$ cat config.mk
export PLATFORM = sky130hd
export DESIGN_NAME = prog_loader
export DESIGN_NICKNAME = d
export VERILOG_FILES = /design/src/rtl/loader_pkg.sv /design/src/rtl/loader_timer.sv /design/src/rtl/prog_loader.sv
export SDC_FILE = /design/constraint.sdc
export NUM_CORES = 1
export LEC_CHECK = 0
export CAP_MARGIN = 15
export CELL_PAD_IN_SITES_DETAIL_PLACEMENT = 1
export CELL_PAD_IN_SITES_GLOBAL_PLACEMENT = 1
export CORE_MARGIN = 8
export CORE_UTILIZATION = 45
export CTS_BUF_LIST = sky130_fd_sc_hd__clkbuf_8
export CTS_CLUSTER_SIZE = 30
export DETAILED_ROUTE_END_ITERATION = 10
export GPL_TIMING_DRIVEN = 0
export PLACE_DENSITY = 0.78
export SETUP_SLACK_MARGIN = 0.02
export SYNTH_ARGS = -nofsm -noshare
export SYNTH_HDL_FRONTEND = slang
export SYNTH_SLANG_ARGS = --single-unit
$ cat constraint.sdc
create_clock -name clk -period 2.23 [get_ports clk]
set_input_delay 0.223 -clock clk [delete_from_list [all_inputs] [get_ports clk]]
set_output_delay 0.223 -clock clk [all_outputs]
set_load 0.05 [all_outputs]
$ cat src/rtl/loader_pkg.sv
// -----------------------------------------------------------------------------
// loader_pkg
// Shared types and constants for the byte-stream program loader.
//   state_t      : loader FSM states
//   SYNC_BYTE    : default frame start byte
//   HI_PAD_MASK  : bits of the HI byte that must be zero (only HI[0] is payload)
//   frame_words  : decodes the LEN byte into an instruction count (0 -> 256)
// -----------------------------------------------------------------------------
package loader_pkg;

    typedef enum logic [2:0] {
        IDLE,
        LEN,
        LO,
        HI,
        CSUM,
        DONE,
        ERR
    } state_t;

    localparam logic [7:0] SYNC_BYTE   = 8'hA5;
    localparam logic [7:0] HI_PAD_MASK = 8'hFE;

    // A LEN of zero encodes a full 256-word frame.
    function automatic logic [8:0] frame_words(input logic [7:0] len);
        return (len == 8'd0) ? 9'd256 : {1'b0, len};
    endfunction

endpackage

$ cat src/rtl/loader_timer.sv
// -----------------------------------------------------------------------------
// loader_timer
// Inter-byte idle timer for the program loader.
// Ports:
//   clk    in  clock
//   reset  in  asynchronous active-high reset
//   run    in  timer active (loader is inside a frame)
//   kick   in  a byte was accepted this cycle; restarts the idle count
//   expire out asserted during the TIMEOUT-th consecutive idle cycle while
//              running; never asserted together with kick, so an accept
//              arriving on the expiry cycle takes priority
// -----------------------------------------------------------------------------
module loader_timer #(
    parameter int TIMEOUT = 1024
) (
    input  logic clk,
    input  logic reset,
    input  logic run,
    input  logic kick,
    output logic expire
);

    localparam int CW = $clog2(TIMEOUT + 1);

    logic [CW-1:0] cnt_q;
    logic [CW-1:0] cnt_d;

    // cnt_q holds the number of idle cycles already elapsed before this one.
    assign expire = run && !kick && (cnt_q == CW'(TIMEOUT - 1));

    always_comb begin
        cnt_d = cnt_q;
        if (!run || kick) begin
            cnt_d = '0;
        end else if (!expire) begin
            cnt_d = cnt_q + 1'b1;
        end
    end

    // NOTE: sequential state is updated with non-blocking assignments only, so
    // every register samples the values from before the clock edge.
    always_ff @(posedge clk or posedge reset) begin
        if (reset) begin
            cnt_q <= '0;
        end else begin
            cnt_q <= cnt_d;
        end
    end

endmodule

$ cat src/rtl/prog_loader.sv
// -----------------------------------------------------------------------------
// prog_loader
// Byte-stream program loader. Parses frames of the form
//   SYNC, LEN, {LO, HI} x N, [CSUM]
// and writes each 9-bit word {HI[0], LO} into the instruction RAM at
// addresses 0..N-1 while holding the core halted through `init`.
//
// Build option:
//   LOADER_CSUM_EN  defined   : a trailing CSUM byte (XOR of all payload bytes)
//                               is required and checked before releasing init.
//                   undefined : no CSUM byte; the frame completes after the
//                               last HI byte.
//
// Ports (all outputs registered):
//   clk         in   clock
//   reset       in   asynchronous active-high reset
//   in_valid    in   host byte valid
//   in_data     in   host byte
//   in_ready    out  loader accepts a byte this cycle (low during a RAM write)
//   imem_we     out  instruction RAM write enable, one-cycle pulse
//   imem_addr   out  instruction RAM write address
//   imem_wdata  out  instruction word
//   init        out  core halt, high whenever no successful load is in effect
//   load_done   out  last load completed successfully
//   load_err    out  last load aborted (bad pad bits, checksum or timeout)
// -----------------------------------------------------------------------------
module prog_loader
    import loader_pkg::*;
#(
    parameter int         IW      = 8,
    parameter logic [7:0] SYNC    = SYNC_BYTE,
    parameter int         TIMEOUT = 1024
) (
    input  logic          clk,
    input  logic          reset,
    input  logic          in_valid,
    input  logic [7:0]    in_data,
    output logic          in_ready,
    output logic          imem_we,
    output logic [IW-1:0] imem_addr,
    output logic [8:0]    imem_wdata,
    output logic          init,
    output logic          load_done,
    output logic          load_err
);

    state_t        state_q, state_d;
    logic [8:0]    n_q, n_d;           // words in this frame (1..256)
    logic [8:0]    count_q, count_d;   // words written so far
    logic [7:0]    lo_q, lo_d;
`ifdef LOADER_CSUM_EN
    logic [7:0]    csum_q, csum_d;
`endif
    logic          rdy_q, rdy_d;
    logic          we_q, we_d;
    logic [IW-1:0] addr_q, addr_d;
    logic [8:0]    wdata_q, wdata_d;
    logic          init_q, init_d;
    logic          done_q, done_d;
    logic          err_q, err_d;

    logic          accept;
    logic          timer_run;
    logic          expire;

    assign accept    = in_valid && rdy_q;
    assign timer_run = (state_q == LEN) || (state_q == LO) ||
                       (state_q == HI)  || (state_q == CSUM);

    loader_timer #(
        .TIMEOUT (TIMEOUT)
    ) u_timer (
        .clk    (clk),
        .reset  (reset),
        .run    (timer_run),
        .kick   (accept),
        .expire (expire)
    );

    // NOTE: every variable assigned here gets a default first, so no path can
    // leave one unassigned and infer a latch.
    always_comb begin
        state_d = state_q;
        n_d     = n_q;
        count_d = count_q;
        lo_d    = lo_q;
`ifdef LOADER_CSUM_EN
        csum_d  = csum_q;
`endif
        we_d    = 1'b0;
        addr_d  = addr_q;
        wdata_d = wdata_q;
        init_d  = init_q;
        done_d  = done_q;
        err_d   = err_q;

        case (state_q)
            IDLE, DONE, ERR: begin
                // A SYNC byte (re)starts a load from any resting state;
                // everything else is discarded.
                if (accept && in_data == SYNC) begin
                    state_d = LEN;
                    count_d = '0;
`ifdef LOADER_CSUM_EN
                    csum_d  = '0;
`endif
                    init_d  = 1'b1;
                    done_d  = 1'b0;
                    err_d   = 1'b0;
                end
            end

            LEN: begin
                if (accept) begin
                    n_d     = frame_words(in_data);
                    state_d = LO;
                end
            end

            LO: begin
                if (accept) begin
                    lo_d    = in_data;
`ifdef LOADER_CSUM_EN
                    csum_d  = csum_q ^ in_data;
`endif
                    state_d = HI;
                end
            end

            HI: begin
                if (accept) begin
                    if ((in_data & HI_PAD_MASK) != 8'd0) begin
                        state_d = ERR;
                        err_d   = 1'b1;
                        init_d  = 1'b1;
                        done_d  = 1'b0;
                    end else begin
`ifdef LOADER_CSUM_EN
                        csum_d  = csum_q ^ in_data;
`endif
                        we_d    = 1'b1;
                        // count_q < 256 here, so the low byte is the address.
                        addr_d  = IW'(count_q[7:0]);
                        wdata_d = {in_data[0], lo_q};
                        count_d = count_q + 9'd1;
                        if (count_q + 9'd1 == n_q) begin
`ifdef LOADER_CSUM_EN
                            state_d = CSUM;
`else
                            state_d = DONE;
                            init_d  = 1'b0;
                            done_d  = 1'b1;
`endif
                        end else begin
                            state_d = LO;
                        end
                    end
                end
            end

`ifdef LOADER_CSUM_EN
            CSUM: begin
                if (accept) begin
                    if (in_data == csum_q) begin
                        state_d = DONE;
                        init_d  = 1'b0;
                        done_d  = 1'b1;
                    end else begin
                        state_d = ERR;
                        err_d   = 1'b1;
                        init_d  = 1'b1;
                        done_d  = 1'b0;
                    end
                end
            end
`endif

            default: begin
                state_d = ERR;
                err_d   = 1'b1;
                init_d  = 1'b1;
                done_d  = 1'b0;
            end
        endcase

        // expire is never high in an accept cycle, so it cannot override a byte.
        if (expire) begin
            state_d = ERR;
            err_d   = 1'b1;
            init_d  = 1'b1;
            done_d  = 1'b0;
        end

        // The RAM write slot and a new byte never share a cycle.
        rdy_d = !we_d;
    end

    always_ff @(posedge clk or posedge reset) begin
        if (reset) begin
            state_q <= IDLE;
            n_q     <= '0;
            count_q <= '0;
            lo_q    <= '0;
`ifdef LOADER_CSUM_EN
            csum_q  <= '0;
`endif
            rdy_q   <= 1'b0;
            we_q    <= 1'b0;
            addr_q  <= '0;
            wdata_q <= '0;
            init_q  <= 1'b1;
            done_q  <= 1'b0;
            err_q   <= 1'b0;
        end else begin
            state_q <= state_d;
            n_q     <= n_d;
            count_q <= count_d;
            lo_q    <= lo_d;
`ifdef LOADER_CSUM_EN
            csum_q  <= csum_d;
`endif
            rdy_q   <= rdy_d;
            we_q    <= we_d;
            addr_q  <= addr_d;
            wdata_q <= wdata_d;
            init_q  <= init_d;
            done_q  <= done_d;
            err_q   <= err_d;
        end
    end

    assign in_ready   = rdy_q;
    assign imem_we    = we_q;
    assign imem_addr  = addr_q;
    assign imem_wdata = wdata_q;
    assign init       = init_q;
    assign load_done  = done_q;
    assign load_err   = err_q;

endmodule

==> results.cfg <==
[grt]
grt_max_degree = 40
overflow = 0
gr-usage-all-layers = 0.175
antenna_found_initial = 0
grt_first_pass_wirelength_mm = 14.0
grt_pass1_vias = 2788

[synth]
syn-instance-count = 316
async_flop_share = 1.00
synth_area_um2 = 3170
synth_cell_types = 55
postSynthAreaPerCell_um2 = 10.0
yosys_warnings = 0
synth-main-ff-cell = dfrtp_1
synth_edf_count = 0
ys_ff_latch = 62
yosysSeqAreaShare = 0.490
synth_nets = 329

[sta]
setup_ws_ns = 0.110
setup_tns_ns = 0
fin_crit_ns = 2.12
setup_viol = 0
tightestPinTransition_ns = 0.666
fin_skew_ns = 0.0105
holdWs_ns = 0.241
maxSlewViolCount = 0
finalHoldViolCount = 0
finalCritPeriodShare = 0.951
max_slew_margin = 0.554
max_freq_ghz = 0.472

[hold_path]
hold_class = in2async

[layout]
area_delta_synth_final_pct = 22.1
antenna_cells = 0
final_nets = 373
finish.instance_area_um2 = 3870
fillers = 745
utilization = 0.570
finalNonFillerCells = 461
layout-drive-gt1-share = 0.208

[run_status]
status = complete, no violations

[drt]
via_per_inst = 5.46
met2_length_mm = 4.06
drt_first_pass_iters = 4
ant_nets = 0
vias = 2515
wl_met3_um = 263
drt-met1-wl_mm = 3.65
drc_errors = 0
drt_iter0_markers = 68
wire_per_inst_um = 17.5
drt_wl_total_mm = 8.07
top_layer = met4

[clocking]
clock-root-buffer = clkbuf_8
cts_tree = yes
cts_buffers = 9
cts.sinks = 62
path_clk_slew_ns = 0.09
clk_latency_ns = 0.35
hold_buffers = 0
cts.path.max_buffers = 2
htreeDepth = 3

[worst_setup_path]
critPathCaptureType = flop
worstPathCellList = clkdlybuf4s50_1 > nor4_2 > nand2_1 > a21oi_1 > nor2_1 > nor3_2 > mux2_2
worstSetupStartpointType = primary input
cp_num_buf_inv = 1
cp_max_fo = 5
crit_family = simple AND/OR/NAND/NOR gates
worstSetupPathType = in2reg
worstPathRequired_ns = 2.46
cpPeakStageDelay_ns = 0.52
cp_slowest_cell = clkdlybuf4s50_1
cp.arrival_ns = 2.35

[place]
dp_slack_ns = -0.294
hpwl_mm = 5.55
place_area_um2 = 3630
port_buffers = 32
place.gp.congestion = 0.800
numPlacedInstances = 445

[power_and_ir_drop]
powerDensity_nw_per_um2 = 985
peakVddDrop_uv = 577
leakage_nw = 1.69
total_power_mw = 3.81

[die]
die_h_um = 99.9
die-area_um2 = 9990
core_um2 = 6790
initial_core_util = 0.467
dieWidth_um = 99.9
rows = 30
io_pins = 33

[run]
drv_cap = 0
[state kept, by name, indices dropped and copies added, names as in the netlist]
| name | flops |
|---|---|
| count_q | 9 |
| imem_addr | 8 |
| imem_wdata | 9 |
| imem_we | 1 |
| in_ready | 1 |
| init | 1 |
| lo_q | 8 |
| load_done | 1 |
| load_err | 1 |
| n_q | 9 |
| state_q | 3 |
| u_timer.cnt_q | 11 |
[worst paths after layout]
path,slack [ns],startpoint,cells after the start,end
worst max-delay path,0.11,in_data[1],7,load_err
worst min-delay path,0.24,reset,2,imem_wdata[3]
worst max register to register,0.14,count_q[0],7,state_q[1]
worst min register to register,0.47,lo_q[0],2,imem_wdata[0]
max in group asynchronous,1.36,reset,3,count_q[0]
min in group clk,0.47,lo_q[0],2,imem_wdata[0]
[layer usage]
metal / vias to the layer above / GRT usage
li1: 1181 / -
met1: 1284 / 0.217
met2: 41 / 0.291
met3: 9 / 0.0457
met4: 0 / 0.0536
met5: - / 0
[cell families (layout without fill, tap and decap cells)]
logic type                 after synthesis  count (layout)  synth area share
AOI/OAI and AO/OA                       41              41             0.103
xor gates and xnor gates                20              20            0.0552
adders and majority gates                3               3            0.0110
buffers and inverters                   21              70            0.0383
DFF                                     62              62             0.490
muxes                                   21              21            0.0734
and+or+nand+nor                        148             148             0.229
[cell type report]
cell class                      instances  area [µm²]  area share
Timing Repair Buffer                   33         340      0.0879
Inverter                                4        15.0     0.00388
Clock inverter                          7        80.1      0.0207
Sequential cell                        62        1560       0.402
Clock buffer                            9         124      0.0320
Buffer                                 17         106      0.0275
Tap cell                               96         120      0.0310
Multi-Input combinational cell        233        1530       0.395
[synth_stat cells, drive strengths merged, types with 2 or more instances]
master	n	area (µm²)
xnor2	9	78.8
clkbuf	4	15.0
inv	4	15.0
nor3	7	45.0
nand2	71	269
nand3	12	70.1
ha	2	25.0
o31ai	5	37.5
o41ai	4	42.6
nor2b	2	12.5
or4	2	22.5
and2	2	12.5
or3	3	18.8
nand4	8	50.1
dfrtp	61	1530
a21oi	6	30.0
mux2i	3	30.0
xor2	11	96.3
nor2	28	108
o21ai	14	73.8
nor4b	3	47.5
and3	3	18.8
buf	13	91.3
mux2	18	203
nor4	2	12.5
[cells in the final DEF, fill, tap and decap left out, types with 6 or more instances in the layout]
cell,instances
nand2_1,69
dfrtp_1,57
clkdlybuf4s50_1,32
nor2_1,27
mux2_2,18
xor2_1,11
nand3_1,9
xnor2_1,9
clkbuf_8,9
nand4_1,8
o21ai_1,8
buf_2,7
a21oi_1,6
[power breakdown]
group | internal, mW | switching [mW]
combinational | 0.546 | 0.696
sequential | 1.35 | 0.183
clock | 0.530 | 0.513
[repair_timing]
item                                    4_1_cts  5_1_grt
gates resized for setup                       1       10
setup buffers                                 0        0
endpoints found under the setup margin        1       28
pin swaps                                     0        2
[worst reg2reg max path, delay by kind of cell (launching register included)]
| family | cells | cell delay, ns |
|---|---|---|
| adders and majority gates | 1 | 0.27 |
| and+or+nand+nor | 4 | 0.58 |
| DFF | 1 | 0.45 |
| AOI/OAI and AO/OA | 2 | 0.70 |
Note: power is estimated with default switching activity, not from simulation.
